<file path="src/rtl/dmem_arbiter.sv">
// Two-port data-memory arbiter: round-robin between pipeline (port 0) and loader (port 1),
// with bounded lock ownership and a one-cycle registered response per port.
module dmem_arbiter #(
    parameter int unsigned LOCK_MAX = 16
) (
    input  logic        clk,
    input  logic        rst,
    input  logic        req0,
    input  logic        we0,
    input  logic [31:0] addr0,
    input  logic [31:0] wdata0,
    input  logic        lock0,
    output logic        gnt0,
    output logic        rvalid0,
    output logic [31:0] rdata0,
    output logic        err0,
    input  logic        req1,
    input  logic        we1,
    input  logic [31:0] addr1,
    input  logic [31:0] wdata1,
    input  logic        lock1,
    output logic        gnt1,
    output logic        rvalid1,
    output logic [31:0] rdata1,
    output logic        err1,
    output logic [31:0] mem_A,
    output logic        mem_WE,
    output logic [31:0] mem_WD,
    input  logic [31:0] mem_RD
);
    localparam int CW = $clog2(LOCK_MAX + 1);
    localparam logic [CW-1:0] LMAX = CW'(LOCK_MAX);

    typedef enum logic [1:0] {IDLE, OWN0, OWN1} state_t;

    state_t          state;
    logic            last;
    logic [CW-1:0]   lcnt;
    logic            g0, g1, at_max, sel_we;
    logic            misal0, misal1;

    assign at_max = (lcnt == LMAX);
    assign misal0 = (addr0[1:0] != 2'b00);
    assign misal1 = (addr1[1:0] != 2'b00);

    // Grants are gated by reset so nothing reaches memory while rst is low.
    always_comb begin
        g0 = 1'b0;
        g1 = 1'b0;
        if (rst) begin
            case (state)
                IDLE: begin
                    if (req0 && req1) begin
                        g0 = last;
                        g1 = !last;
                    end else begin
                        g0 = req0;
                        g1 = req1;
                    end
                end
                OWN0:    g0 = req0 && !at_max;
                OWN1:    g1 = req1 && !at_max;
                default: ;
            endcase
        end
    end

    assign gnt0   = g0;
    assign gnt1   = g1;
    assign sel_we = g0 ? we0 : (g1 & we1);
    assign mem_A  = g0 ? addr0  : (g1 ? addr1  : 32'd0);
    assign mem_WD = g0 ? wdata0 : (g1 ? wdata1 : 32'd0);
    assign mem_WE = sel_we & ((g0 & !misal0) | (g1 & !misal1));

    always_ff @(posedge clk or negedge rst) begin
        if (!rst) begin
            state <= IDLE;
            last  <= 1'b1;
            lcnt  <= '0;
        end else begin
            case (state)
                IDLE: begin
                    if (g0) begin
                        last <= 1'b0;
                        if (lock0) begin
                            state <= OWN0;
                            lcnt  <= CW'(1);
                        end
                    end else if (g1) begin
                        last <= 1'b1;
                        if (lock1) begin
                            state <= OWN1;
                            lcnt  <= CW'(1);
                        end
                    end
                end
                OWN0: begin
                    // At the limit the owner is refused and marked last so the other port wins next.
                    if (at_max) begin
                        state <= IDLE;
                        lcnt  <= '0;
                        last  <= 1'b0;
                    end else if (req0 && lock0) begin
                        lcnt  <= lcnt + 1'b1;
                        last  <= 1'b0;
                    end else begin
                        state <= IDLE;
                        lcnt  <= '0;
                        if (g0) last <= 1'b0;
                    end
                end
                OWN1: begin
                    if (at_max) begin
                        state <= IDLE;
                        lcnt  <= '0;
                        last  <= 1'b1;
                    end else if (req1 && lock1) begin
                        lcnt  <= lcnt + 1'b1;
                        last  <= 1'b1;
                    end else begin
                        state <= IDLE;
                        lcnt  <= '0;
                        if (g1) last <= 1'b1;
                    end
                end
                default: begin
                    state <= IDLE;
                    lcnt  <= '0;
                end
            endcase
        end
    end

    // rdata holds between responses; err is a pulse aligned with rvalid.
    always_ff @(posedge clk or negedge rst) begin
        if (!rst) begin
            rvalid0 <= 1'b0;
            rvalid1 <= 1'b0;
            err0    <= 1'b0;
            err1    <= 1'b0;
            rdata0  <= '0;
            rdata1  <= '0;
        end else begin
            rvalid0 <= g0;
            rvalid1 <= g1;
            err0    <= g0 & misal0;
            err1    <= g1 & misal1;
            if (g0) rdata0 <= (!we0 && !misal0) ? mem_RD : 32'd0;
            if (g1) rdata1 <= (!we1 && !misal1) ? mem_RD : 32'd0;
        end
    end
endmodule

</file>
<file path="config.mk">
export PLATFORM = sky130hd
export DESIGN_NAME = dmem_arbiter
export DESIGN_NICKNAME = d
export VERILOG_FILES = /design/src/rtl/dmem_arbiter.sv
export SDC_FILE = /design/constraint.sdc
export NUM_CORES = 1
export LEC_CHECK = 0
export BUFFER_PORTS_ARGS = -buffer_cell sky130_fd_sc_hd__buf_2
export CELL_PAD_IN_SITES_DETAIL_PLACEMENT = 0
export CELL_PAD_IN_SITES_GLOBAL_PLACEMENT = 1
export CORE_MARGIN = 2
export CORE_UTILIZATION = 30
export CTS_BUF_LIST = sky130_fd_sc_hd__clkbuf_4 sky130_fd_sc_hd__clkbuf_8 sky130_fd_sc_hd__clkbuf_16
export CTS_CLUSTER_SIZE = 14
export DETAILED_ROUTE_END_ITERATION = 8
export MAX_ROUTING_LAYER = met4
export PLACE_DENSITY = 0.92
export REMOVE_ABC_BUFFERS = 1
export SETUP_SLACK_MARGIN = 0.3
export SLEW_MARGIN = 20
export SYNTH_ARGS = -nofsm -noshare
export SYNTH_HDL_FRONTEND = slang
export SYNTH_SLANG_ARGS = --single-unit
</file>
<file path="constraint.sdc">
create_clock -name clk -period 4.4 [get_ports clk]
set_input_delay 0.44 -clock clk [delete_from_list [all_inputs] [get_ports clk]]
set_output_delay 0.44 -clock clk [all_outputs]
set_load 0.005 [all_outputs]
</file>
==> results.ini, run 1 <==
[global_route]
grt_util_all_layers_pct = 21.7
grt_pass1_wl_microns = 23100
grt_antenna_before_repair = 2
grt_max_degree = 52
grt_remaining_overflow = 0
number_of_global_route_vias_before_repair = 4163

[place]
buffer_ports.inserted = 302
routability_congestion_estimate_from_global_placement = 0.952
detailed_place_hpwl_microns = 11600

[yosys]
synthArstFlopShare_pct = 100
synth_ff_type = dfrtp_1
synthesis.area_per_instance_sq_um = 8.98
synthesis.instances = 444
synth-edff-count = 0
yosysMostFrequentCell = nand2_1
number_of_warning_messages_in_the_yosys_log = 0
synthDominantAreaCellType = dfrtp_1
synth_top_cells_by_area = dfrtp_1 (47%), a22o_1 (14%), nand2_1 (13%)
area_of_the_mapped_netlist_sq_um = 3990
ys_seq_elements = 76
sequential_fraction_of_the_synthesis_area_pct = 47.7
post-synth-top-area-fraction_pct = 47.1
synth_cell_type_count = 39
synth_top_cells_by_count = nand2_1 (135), dfrtp_1 (75), nand3_1 (69)

[clock_network]
clock_sink_total = 76
numCtsBuffers = 9
number_of_post_cts_setup_repair_buffers = 0
cts-root-buf = clkbuf_16
post_cts_resized = 0
cts_buffer_depth = 2
holdBufCountCts = 0
cts_max_level = 3

[floorplan]
num_io_pins = 303
floorplan.rows = 42
die_w_microns = 119
initial_core_util_pct = 30.5
die_h_microns = 119

[outcome]
result_of_the_run = stopped before the end
tool.error = [ERROR DRT-0255] Maze Route cannot find path of net clk in worker of routeBox ( 96600 0 ) ( 119290 48300 ).
flow.stopped_at = detailed routing (5_2_route)

==> routing by layer <==
metal,GRT usage (%)
met1,28.8
met2,34.3
met3,3.88
met4,6.03
met5,-
==> metrics by stage <==
step                      setup slack (ns)  instances  hold WS (ns)  cell area, sq um
after global placement                1.12        897         0.426              5600
after CTS                            0.719        912        0.0695              5900
after detailed placement              1.09        897         0.423              5600
after floorplan                       1.20        411         0.144              3800
after global routing                 0.481        914        0.0944              5900
==> cell families after synthesis <==
logic type | share of synthesized area, %
simple gates | 25.7
compound gates | 18.9
flops | 47.7
buf+inv | 5.52
fa+ha+maj | 1.88
mux | 0.251
==> run 2, diff against run 1 <==
==> config.mk (replaced) <==
export PLATFORM = sky130hd
export DESIGN_NAME = dmem_arbiter
export DESIGN_NICKNAME = d
export VERILOG_FILES = /design/src/rtl/dmem_arbiter.sv
export SDC_FILE = /design/constraint.sdc
export NUM_CORES = 1
export LEC_CHECK = 0
export BUFFER_PORTS_ARGS = -buffer_cell sky130_fd_sc_hd__buf_2
export CORE_AREA = 2 2 119 121
export DETAILED_ROUTE_END_ITERATION = 8
export DIE_AREA = 0 0 121 123
export PLACE_DENSITY_LB_ADDON = 0.15
export REMOVE_ABC_BUFFERS = 1
export SLEW_MARGIN = 20
export SYNTH_ARGS = -nofsm -noshare
export SYNTH_HDL_FRONTEND = slang
export SYNTH_SLANG_ARGS = --single-unit
==> results.ini, run 2 <==
[clock_network]
holdBufCountCts = 1
clock_sink_total = 76
numCtsBuffers = 9
clk_pin_slew_worst_paths_ns = 0.06
worst_skew_late_latency_ns = 0.33
post_cts_resized = 0
cts_max_level = 3
cts_buffer_depth = 2
cts_tree = built
cts-root-buf = clkbuf_16
number_of_post_cts_setup_repair_buffers = 0

[timing]
timing_worst_slew_pin_value_ns = 0.912
fin_setup_tns_ns = 0
period_minus_slack_ns = 3.55
drv_slew = 0
timing.final.ws_setup_ns = 0.852
worst_slew_margin_rel_pct = 39.2
grt_setup_unrepaired = false
fin_skew_ns = 0.00744
finalSetupViolCount = 0
min_period_over_period_pct = 80.6
maxClockFrequency_mhz = 282
hold_viol_final = 0

[yosys]
share_of_the_synthesized_netlist_area_taken_by_xor_and_xnor_gates_pct = 0
synth_cell_type_count = 39
ys_seq_elements = 76
synth-edff-count = 0
muxShareOfSynthArea_pct = 0.251
synth_compound_area_share_pct = 18.9
post-synth-top-area-fraction_pct = 47.1
synthesis.instances = 444
sequential_fraction_of_the_synthesis_area_pct = 47.7
synth_top_cells_by_area = dfrtp_1 (47%), a22o_1 (14%), nand2_1 (13%)
synthDominantAreaCellType = dfrtp_1
synth_top_cells_by_count = nand2_1 (135), dfrtp_1 (75), nand3_1 (69)
synth_simple_gate_area_share_pct = 25.7
synth_ff_type = dfrtp_1
adder_and_majority_cell_fraction_of_the_synthesized_area_pct = 1.88
synthesis.area_per_instance_sq_um = 8.98
area_of_the_mapped_netlist_sq_um = 3990
yosysMostFrequentCell = nand2_1
number_of_warning_messages_in_the_yosys_log = 0
dominant_combinational_cell_family_by_area_after_synthesis = simple AND/OR/NAND/NOR gates
synthArstFlopShare_pct = 100

[global_route]
grt_max_degree = 73
grt_util_all_layers_pct = 23.8
number_of_global_route_vias_before_repair = 4310
grt_antenna_before_repair = 6
grt_pass1_wl_microns = 26300
grt_remaining_overflow = 0

[critical_path]
highest_net_fanout_along_the_worst_path = 64
worstSetupStartpointType = flip-flop
crit_path_end_kind = output port
arrival_ns = 3.11
critPathKind = flip-flop to output port
critPathRequiredTime_ns = 3.96

[drt]
routed_wl_microns = 17900
vias = 4486
post-route-drc-count = 0
ant_nets = 0
routed_wire_length_per_instance_microns = 19.4
drt_first_pass_iters = 4
dr.first_iter.drc_count = 336
mean_number_of_vias_per_cell = 4.86

[run]
cap_violations = 0

[pwr]
vdd.ir_drop.worst_v = 0.000178
total_power_mw = 2.60
leakagePower_nw = 3.56
power_density_nw_per_um2 = 438

[floorplan]
die-area_sq_um = 14900
die_h_microns = 123
die_w_microns = 121
num_io_pins = 303
core_area_sq_um = 13600
initial_core_util_pct = 29.3
floorplan.rows = 43

[place]
routability_congestion_estimate_from_global_placement = 0.944
dp_worst_setup_slack_ns = 1.17
buffer_ports.inserted = 302
detailed_place_hpwl_microns = 14300

[layout]
largestRegisters = rdata0 (32), rdata1 (32), lcnt (5)
post_route_cells_drive_above_1_share_pct = 45.7
most-common-layout-cells = buf_2 (301), nand2_1 (135), dfrtp_1 (75), nand3_1 (69), a22o_1 (64)
layout.cells.most_common = buf_2
design.final.nets = 907
area_added_between_synthesis_and_finish_pct = 48.8

[min_path]
worst_hold_path_type = primary input to flip-flop

[outcome]
result_of_the_run = finished, final reports clean

-- run 2: path summary, 6_finish.rpt --
| path | start | end | slack (ns) | cells past startpoint |
|---|---|---|---|---|
| min | mem_RD[15] | rdata1[15] | 0.35 | 3 |
| max | lcnt[0] | mem_WD[30] | 0.85 | 9 |
| min in group asynchronous | rst | rdata1[31] | 0.54 | 2 |
| min reg2reg | rdata0[19] | rdata0[19] | 0.46 | 2 |
| max in group asynchronous | rst | rdata1[22] | 2.72 | 3 |
| max reg2reg | lcnt[0] | state[0] | 1.66 | 9 |
-- run 2: final cells by class --
| type | instances | area, sq um |
|---|---|---|
| diodes | 5 | 12.5 |
| clock buffers | 10 | 239 |
| clock inverters | 6 | 63.8 |
| fillers | 1432 | 7680 |
| inverters | 8 | 31.3 |
| multi-input cells | 327 | 1870 |
| flip-flops and latches | 76 | 1900 |
| well taps | 180 | 225 |
| repair buffers | 311 | 1580 |
-- run 2: logic make-up (layout without fill, tap and decap cells) --
family	count (synthesis)	in the layout
simple gates	230	230
compound gates	90	90
flops	76	76
buf+inv	41	335
fa+ha+maj	6	6
mux	1	1
other cells	0	5
-- run 2: per-stage QoR --
stage / utilization (%) / hold slack (ns) / instance area, sq um / cells
floorplan: - / 0.144 / 3800 / 411
global placement: 41.2 / 0.297 / 5610 / 901
detailed placement: 41.2 / 0.299 / 5610 / 901
CTS: 43.5 / 0.334 / 5920 / 918
global route: 43.5 / 0.342 / 5920 / 919
finish: 43.6 / 0.348 / 5930 / 923
-- run 2: critical path, stage by stage, from the launching register on --
cell	delay [ns]
dfrtp_1	0.40
inv_1	0.06
ha_1	0.19
nand4bb_1	0.24
a22o_4	0.21
nand3_4	0.34
nor3_4	0.23
buf_4	0.54
a22o_1	0.33
buf_2	0.17
-- run 2: report_power, final --
group	switching, mW	leakage (nW)	internal [mW]
Sequential	0.0760	1.04	0.841
Clock	0.294	0.144	0.454
Combinational	0.521	2.38	0.415
Total	0.891	3.56	1.71
-- run 2: metal layers --
layer,share of wire [%],vias up,track usage (%)
met5,0.14,-,0
met4,0.89,4,3.92
met3,9.1,12,7.70
met2,48,202,39.1
met1,42,2121,31.2
li1,-,2147,-
Power figures use the tool's default switching activity.
==> run 3, diff against run 2 <==
--- a/config.mk
+++ b/config.mk
@@ -5,10 +5,11 @@
 export SDC_FILE = /design/constraint.sdc
 export NUM_CORES = 1
 export LEC_CHECK = 0
+export ABC_AREA = 1
 export BUFFER_PORTS_ARGS = -buffer_cell sky130_fd_sc_hd__buf_2
-export CORE_AREA = 2 2 119 121
+export CORE_AREA = 2 2 118 120
 export DETAILED_ROUTE_END_ITERATION = 8
-export DIE_AREA = 0 0 121 123
+export DIE_AREA = 0 0 120 122
 export PLACE_DENSITY_LB_ADDON = 0.15
 export REMOVE_ABC_BUFFERS = 1
 export SLEW_MARGIN = 20
==> constraint.sdc (replaced) <==
create_clock -name clk -period 3.5 [get_ports clk]
set_input_delay 0.35 -clock clk [delete_from_list [all_inputs] [get_ports clk]]
set_output_delay 0.35 -clock clk [all_outputs]
set_load 0.005 [all_outputs]
==> results.ini, run 3 <==
[global_route]
grt_antenna_before_repair = 2
grt_util_all_layers_pct = 20.6
grt_remaining_overflow = 0
number_of_global_route_vias_before_repair = 4466
grt_max_degree = 74
grt_pass1_wl_microns = 23700

[pwr]
comb_power_share_pct = 35.4
vdd.ir_drop.worst_v = 0.000202
p_clk_share_pct = 29.5
leakagePower_nw = 3.65
power_density_nw_per_um2 = 521
total_power_mw = 3.26
intPower_mw = 2.09
pwr-share-seq_pct = 35.1
net-switching-power_mw = 1.17
swShare_pct = 35.9

[outcome]
result_of_the_run = finished, final reports clean

[layout]
final-instance-count-excl-fill = 1082
finish.utilization_pct = 46.3
most-common-layout-cells = buf_2 (301), nand2_1 (296), dfrtp_1 (75), nand3_1 (71), o21ai_1 (40)
largestRegisters = rdata0 (32), rdata1 (32), lcnt (5)
layout.cells.most_common = buf_2
area_added_between_synthesis_and_finish_pct = 42.8
fill_cells = 1451
post_route_cells_drive_above_1_share_pct = 38.0
design.final.nets = 1070

[floorplan]
num_io_pins = 303
initial_core_util_pct = 32.4
die-area_sq_um = 14600
die_h_microns = 122
core_area_sq_um = 13500
die_w_microns = 120
floorplan.rows = 43

[place]
numPlacedInstances = 1064
routability_congestion_estimate_from_global_placement = 0.914
buffer_ports.inserted = 302
detailed_place_hpwl_microns = 11800

[yosys]
sequential_fraction_of_the_synthesis_area_pct = 43.5
synthesis.instances = 614
post-synth-top-area-fraction_pct = 42.9
synth_ff_type = dfrtp_1
synth_cell_type_count = 28
synthDominantAreaCellType = dfrtp_1
synth_top_cells_by_area = dfrtp_1 (43%), nand2_1 (25%), nand3_1 (8.1%)
yosysMostFrequentCell = nand2_1
synthesis.area_per_instance_sq_um = 7.13
number_of_warning_messages_in_the_yosys_log = 0
synth-edff-count = 0
synth_top_cells_by_count = nand2_1 (296), dfrtp_1 (75), nand3_1 (71)
area_of_the_mapped_netlist_sq_um = 4380
synthArstFlopShare_pct = 100
ys_seq_elements = 76

[timing]
period_minus_slack_ns = 2.82
fin_setup_tns_ns = 0
finalSetupViolCount = 0
min_period_over_period_pct = 80.7
maxClockFrequency_mhz = 354
grt_setup_unrepaired = false
worst_slew_margin_rel_pct = 37.9
final.hold.worst_slack_ns = 0.279
timing_worst_slew_pin_value_ns = 0.932
drv_slew = 0
fin_skew_ns = 0.00705
hold_viol_final = 0

[drt]
ant_nets = 0
wl_met2_microns = 7710
mean_number_of_vias_per_cell = 4.57
dr.first_iter.drc_count = 333
vias = 4943
routed_wl_microns = 15700
drt_first_pass_iters = 5
routed.top_layer = met4
post-route-drc-count = 0
routed_wire_length_per_instance_microns = 14.5
route.layer.met1.wl_microns = 6860
route.met3.wl_microns = 1040

[critical_path]
critPathTopFamily = buffers and inverters
highest_net_fanout_along_the_worst_path = 69
arrival_ns = 2.47
regToRegEndpoint = lcnt[0]
crit_path_end_kind = output port
timing.critical_path.depth = 12
timing.critical_path.slowest_cell_delay_ns = 0.52
worst_setup_path_endpoint = mem_WE
critPathKind = flip-flop to output port
reg2reg_setup_slack_ns = 1.29
worstPathCellList = inv_1, ha_1, nand2_1, inv_1, nand2_4, nand3_2, nand2_4, nand2_4, buf_4, nand3_1, a22oi_2, buf_2
cp_num_buf_inv = 4
setup.worst_path.start = lcnt[0]
reg2regPathDepth = 13
timing.critical_path.slowest_stage_cell = buf_4
worstReg2RegStart = lcnt[0]
worstSetupStartpointType = flip-flop
worst_path_most_repeated_cell = nand2_4
critPathRequiredTime_ns = 3.15

[clock_network]
numCtsBuffers = 9
cts_tree = built
cts_max_level = 3
clk_pin_slew_worst_paths_ns = 0.06
worst_skew_late_latency_ns = 0.33
clock_sink_total = 76
cts-root-buf = clkbuf_16
cts_buffer_depth = 2

[min_path]
worst_hold_path_type = primary input to flip-flop

[run]
cap_violations = 0

## run 3: cell types whose count changed in the layout (fill, tap and decap cells not counted), moves of 3 or more
cell,before,now
clkinv_2,3,0
nand2_4,0,3
nand4_1,1,7
o21ai_0,8,31
a22o_1,64,0
o31ai_1,3,0
inv_1,6,16
nand2_1,135,296
and3_1,3,0
diode_2,5,1
o21ai_1,2,40
## run 3: layer usage
metal	vias to the layer above	track usage, %
met1	2206	28.0
met5	-	0
met2	185	34.2
met3	9	4.26
li1	2543	-
met4	0	4.12
## run 3: cell families after synthesis
| kind of cell | after synthesis | synth area share (%) |
|---|---|---|
| buf+inv | 60 | 7.81 |
| fa+ha+maj | 6 | 1.72 |
| simple gates | 394 | 37.7 |
| flops | 76 | 43.5 |
| xor+xnor | 1 | 0.200 |
| compound gates | 77 | 9.04 |
## run 3: worst min-delay path by stage
stage                           from    endpoint  slack [ns]  cells past startpoint
final                     mem_RD[10]  rdata0[10]        0.28                      3
after global placement           rst    state[0]        0.18                      1
after detailed placement         rst    state[0]        0.18                      1
after CTS                 mem_RD[10]  rdata0[10]        0.27                      3
after floorplan                  rst        err0        0.05                      0
after global routing      mem_RD[29]  rdata1[29]        0.27                      3
## run 3: what timing repair did
| item | 4_1_cts | 5_1_grt |
|---|---|---|
| resized for setup | 0 | 0 |
| setup buffers | 0 | 0 |
| endpoints found under the hold margin | 2 | 0 |
| hold buffers | 1 | 0 |
## run 3: worst register-to-register path: cells and delay by family, from the launching register on
family / cells / cell delay [ns]
AND/OR/NAND/NOR: 8 / 0.79
adder cells (fa/ha/maj): 1 / 0.15
AO/OA/AOI/OAI: 1 / 0.08
flip-flops: 1 / 0.42
buffers and inverters: 3 / 0.71
## run 3: per-stage QoR
stage | setup WS, ns | cell area, sq um
global route | 0.470 | 6250
detailed placement | 1.02 | 5930
global placement | 1.03 | 5930
finish | 0.676 | 6250
CTS | 0.655 | 6250
floorplan | 0.679 | 4110
## run 3: power groups by stage
stage	registers (mW)	logic [mW]	clock network (mW)
floorplan	1.17	0.545	0
global placement	1.16	1.17	0
detailed placement	1.16	1.16	0
CTS	1.15	1.17	0.994
global route	1.17	1.30	1.04
finish	1.14	1.15	0.962
## run 3: cell type report
type / instances / area (sq um) / share of cell area [%]
Multi-Input combinational cell: 478 / 2140 / 34.3
Sequential cell: 76 / 1900 / 30.5
Timing Repair Buffer: 312 / 1590 / 25.5
Clock buffer: 10 / 239 / 3.82
Tap cell: 180 / 225 / 3.60
Inverter: 19 / 73.8 / 1.18
Clock inverter: 6 / 71.3 / 1.14
Antenna cell: 1 / 2.50 / 0.0400
==> run 4, diff against run 3 <==
--- a/config.mk
+++ b/config.mk
@@ -7,9 +7,9 @@
 export LEC_CHECK = 0
 export ABC_AREA = 1
 export BUFFER_PORTS_ARGS = -buffer_cell sky130_fd_sc_hd__buf_2
-export CORE_AREA = 2 2 118 120
+export CORE_AREA = 2 2 117 119
 export DETAILED_ROUTE_END_ITERATION = 8
-export DIE_AREA = 0 0 120 122
+export DIE_AREA = 0 0 119 121
 export PLACE_DENSITY_LB_ADDON = 0.15
 export REMOVE_ABC_BUFFERS = 1
 export SLEW_MARGIN = 20
==> constraint.sdc (replaced) <==
create_clock -name clk -period 2.5 [get_ports clk]
set_input_delay 0.25 -clock clk [delete_from_list [all_inputs] [get_ports clk]]
set_output_delay 0.25 -clock clk [all_outputs]
set_load 0.005 [all_outputs]
==> results.ini, run 4 (synthesis gave the netlist of run 3 again) <==
[drt]
dr.first_iter.drc_count = 259
post-route-drc-count = 0
routed_wl_microns = 16900
routed_wire_length_per_instance_microns = 15.6
vias = 5068
ant_nets = 0
mean_number_of_vias_per_cell = 4.68
drt_first_pass_iters = 4

[timing]
finalSetupViolCount = 0
hold_viol_final = 0
final.hold.worst_slack_ns = 0.172
maxClockFrequency_mhz = 427
timing.final.ws_setup_ns = 0.157
fin_setup_tns_ns = 0
worst_slew_margin_rel_pct = 37.4
period_minus_slack_ns = 2.34
timing_worst_slew_pin_value_ns = 0.939
drv_slew = 0
min_period_over_period_pct = 93.7
grt_setup_unrepaired = false
fin_skew_ns = 0.00820

[critical_path]
worstPathCellList = inv_1, ha_1, nand2_1, inv_1, nand2_4, nand2_1, nand2_1, nand2_2, inv_2, buf_12, nand2_1, a22oi_2, buf_2
critPathTopFamily = buffers and inverters
timing.critical_path.slowest_cell_delay_ns = 0.38
setup.worst_path.start = lcnt[0]
worstReg2RegStart = lcnt[0]
timing.critical_path.slowest_stage_cell = dfrtp_1
worst_path_most_repeated_cell = nand2_1
crit_path_end_kind = output port
cp_num_buf_inv = 5
highest_net_fanout_along_the_worst_path = 17
worstSetupStartpointType = flip-flop
critPathRequiredTime_ns = 2.25
critPathKind = flip-flop to output port
arrival_ns = 2.09

[run]
cap_violations = 0

[global_route]
grt_remaining_overflow = 0
grt_max_degree = 73
grt_antenna_before_repair = 2
grt_util_all_layers_pct = 21.7
number_of_global_route_vias_before_repair = 4588
grt_pass1_wl_microns = 24500

[clock_network]
cts_tree = built
clk_pin_slew_worst_paths_ns = 0.06
cts_buffer_depth = 2
clock_sink_total = 76
cts_max_level = 3
worst_skew_late_latency_ns = 0.33
cts-root-buf = clkbuf_16
numCtsBuffers = 9

[place]
area_after_detailed_placement_sq_um = 5980
routability_congestion_estimate_from_global_placement = 0.835
dp_worst_setup_slack_ns = 0.369
buffer_ports.inserted = 302
detailed_place_hpwl_microns = 12400
numPlacedInstances = 1061

[layout]
design.final.nets = 1075
largestRegisters = rdata0 (32), rdata1 (32), lcnt (5)
final_design_area_no_fill_sq_um = 6410
finish.utilization_pct = 49.0
layout.cells.most_common = buf_2
final-instance-count-excl-fill = 1083
fill_cells = 1415
area_added_between_synthesis_and_finish_pct = 46.4
post_route_cells_drive_above_1_share_pct = 38.3
most-common-layout-cells = buf_2 (301), nand2_1 (296), dfrtp_1 (75), nand3_1 (71), o21ai_1 (40)

[floorplan]
die_h_microns = 121
die_w_microns = 119
num_io_pins = 303
core_area_sq_um = 13100
initial_core_util_pct = 33.4
floorplan.rows = 42
die-area_sq_um = 14400

[min_path]
worst_hold_path_type = primary input to flip-flop
startpoint_of_the_tightest_hold_check_path = mem_RD[2]

[pwr]
vdd.ir_drop.worst_v = 0.000291
leakagePower_nw = 3.71
power_density_nw_per_um2 = 732
total_power_mw = 4.69

[outcome]
result_of_the_run = finished, final reports clean

## run 4: cell count changes in the layout (fill, tap and decap cells not counted), sizes merged
cell / previous run / this run
buf: 311 / 313
clkbuf: 10 / 13
clkinv: 1 / 2
inv: 21 / 20
## run 4: worst paths after layout
| path | cells after the start | endpoint | slack (ns) |
|---|---|---|---|
| worst min-delay path | 3 | rdata0[2] | 0.17 |
| min in group asynchronous | 2 | state[1] | 0.33 |
| worst max-delay path | 13 | mem_WE | 0.16 |
| max in group asynchronous | 3 | lcnt[4] | 1.01 |
| worst max register to register | 14 | last | 0.46 |
| worst min register to register | 2 | last | 0.47 |
## run 4: layout make-up
| cell class | instances | area [sq um] | share of cell area (%) |
|---|---|---|---|
| Tap cell | 176 | 220 | 3.44 |
| Sequential cell | 76 | 1900 | 29.7 |
| Timing Repair Buffer | 317 | 1740 | 27.2 |
| Clock buffer | 10 | 229 | 3.57 |
| Clock inverter | 6 | 71.3 | 1.11 |
| Antenna cell | 1 | 2.50 | 0.0391 |
| Inverter | 19 | 83.8 | 1.31 |
| Multi-Input combinational cell | 478 | 2150 | 33.6 |
## run 4: report_power, final
part | switching, mW | leakage, nW | total [mW] | internal, mW
logic | 1.03 | 2.53 | 1.77 | 0.736
registers | 0.127 | 1.04 | 1.60 | 1.47
clock network | 0.543 | 0.140 | 1.33 | 0.783
## run 4: what timing repair did
| action | in CTS | in global routing |
|---|---|---|
| hold buffers | 1 | 0 |
| setup endpoints to repair | 1 | 64 |
| gates cloned | 0 | 3 |
| setup buffers | 0 | 1 |
| gates resized for setup | 1 | 6 |
| endpoints found under the hold margin | 4 | 0 |
## run 4: tightest hold or removal path, delay by kind of cell
| family | cells | cell delay (ns) |
|---|---|---|
| AOI/OAI and AO/OA | 1 | 0.06 |
| buffers and inverters | 1 | 0.10 |
| and+or+nand+nor | 1 | 0.05 |
## run 4: layer usage
metal | up-vias | GRT usage [%] | wire length [microns]
met5 | - | 0 | 0
met4 | 0 | 5.58 | 257
met3 | 22 | 5.36 | 1100
met1 | 2318 | 29.3 | 7430
met2 | 181 | 35.0 | 8070
li1 | 2547 | - | -
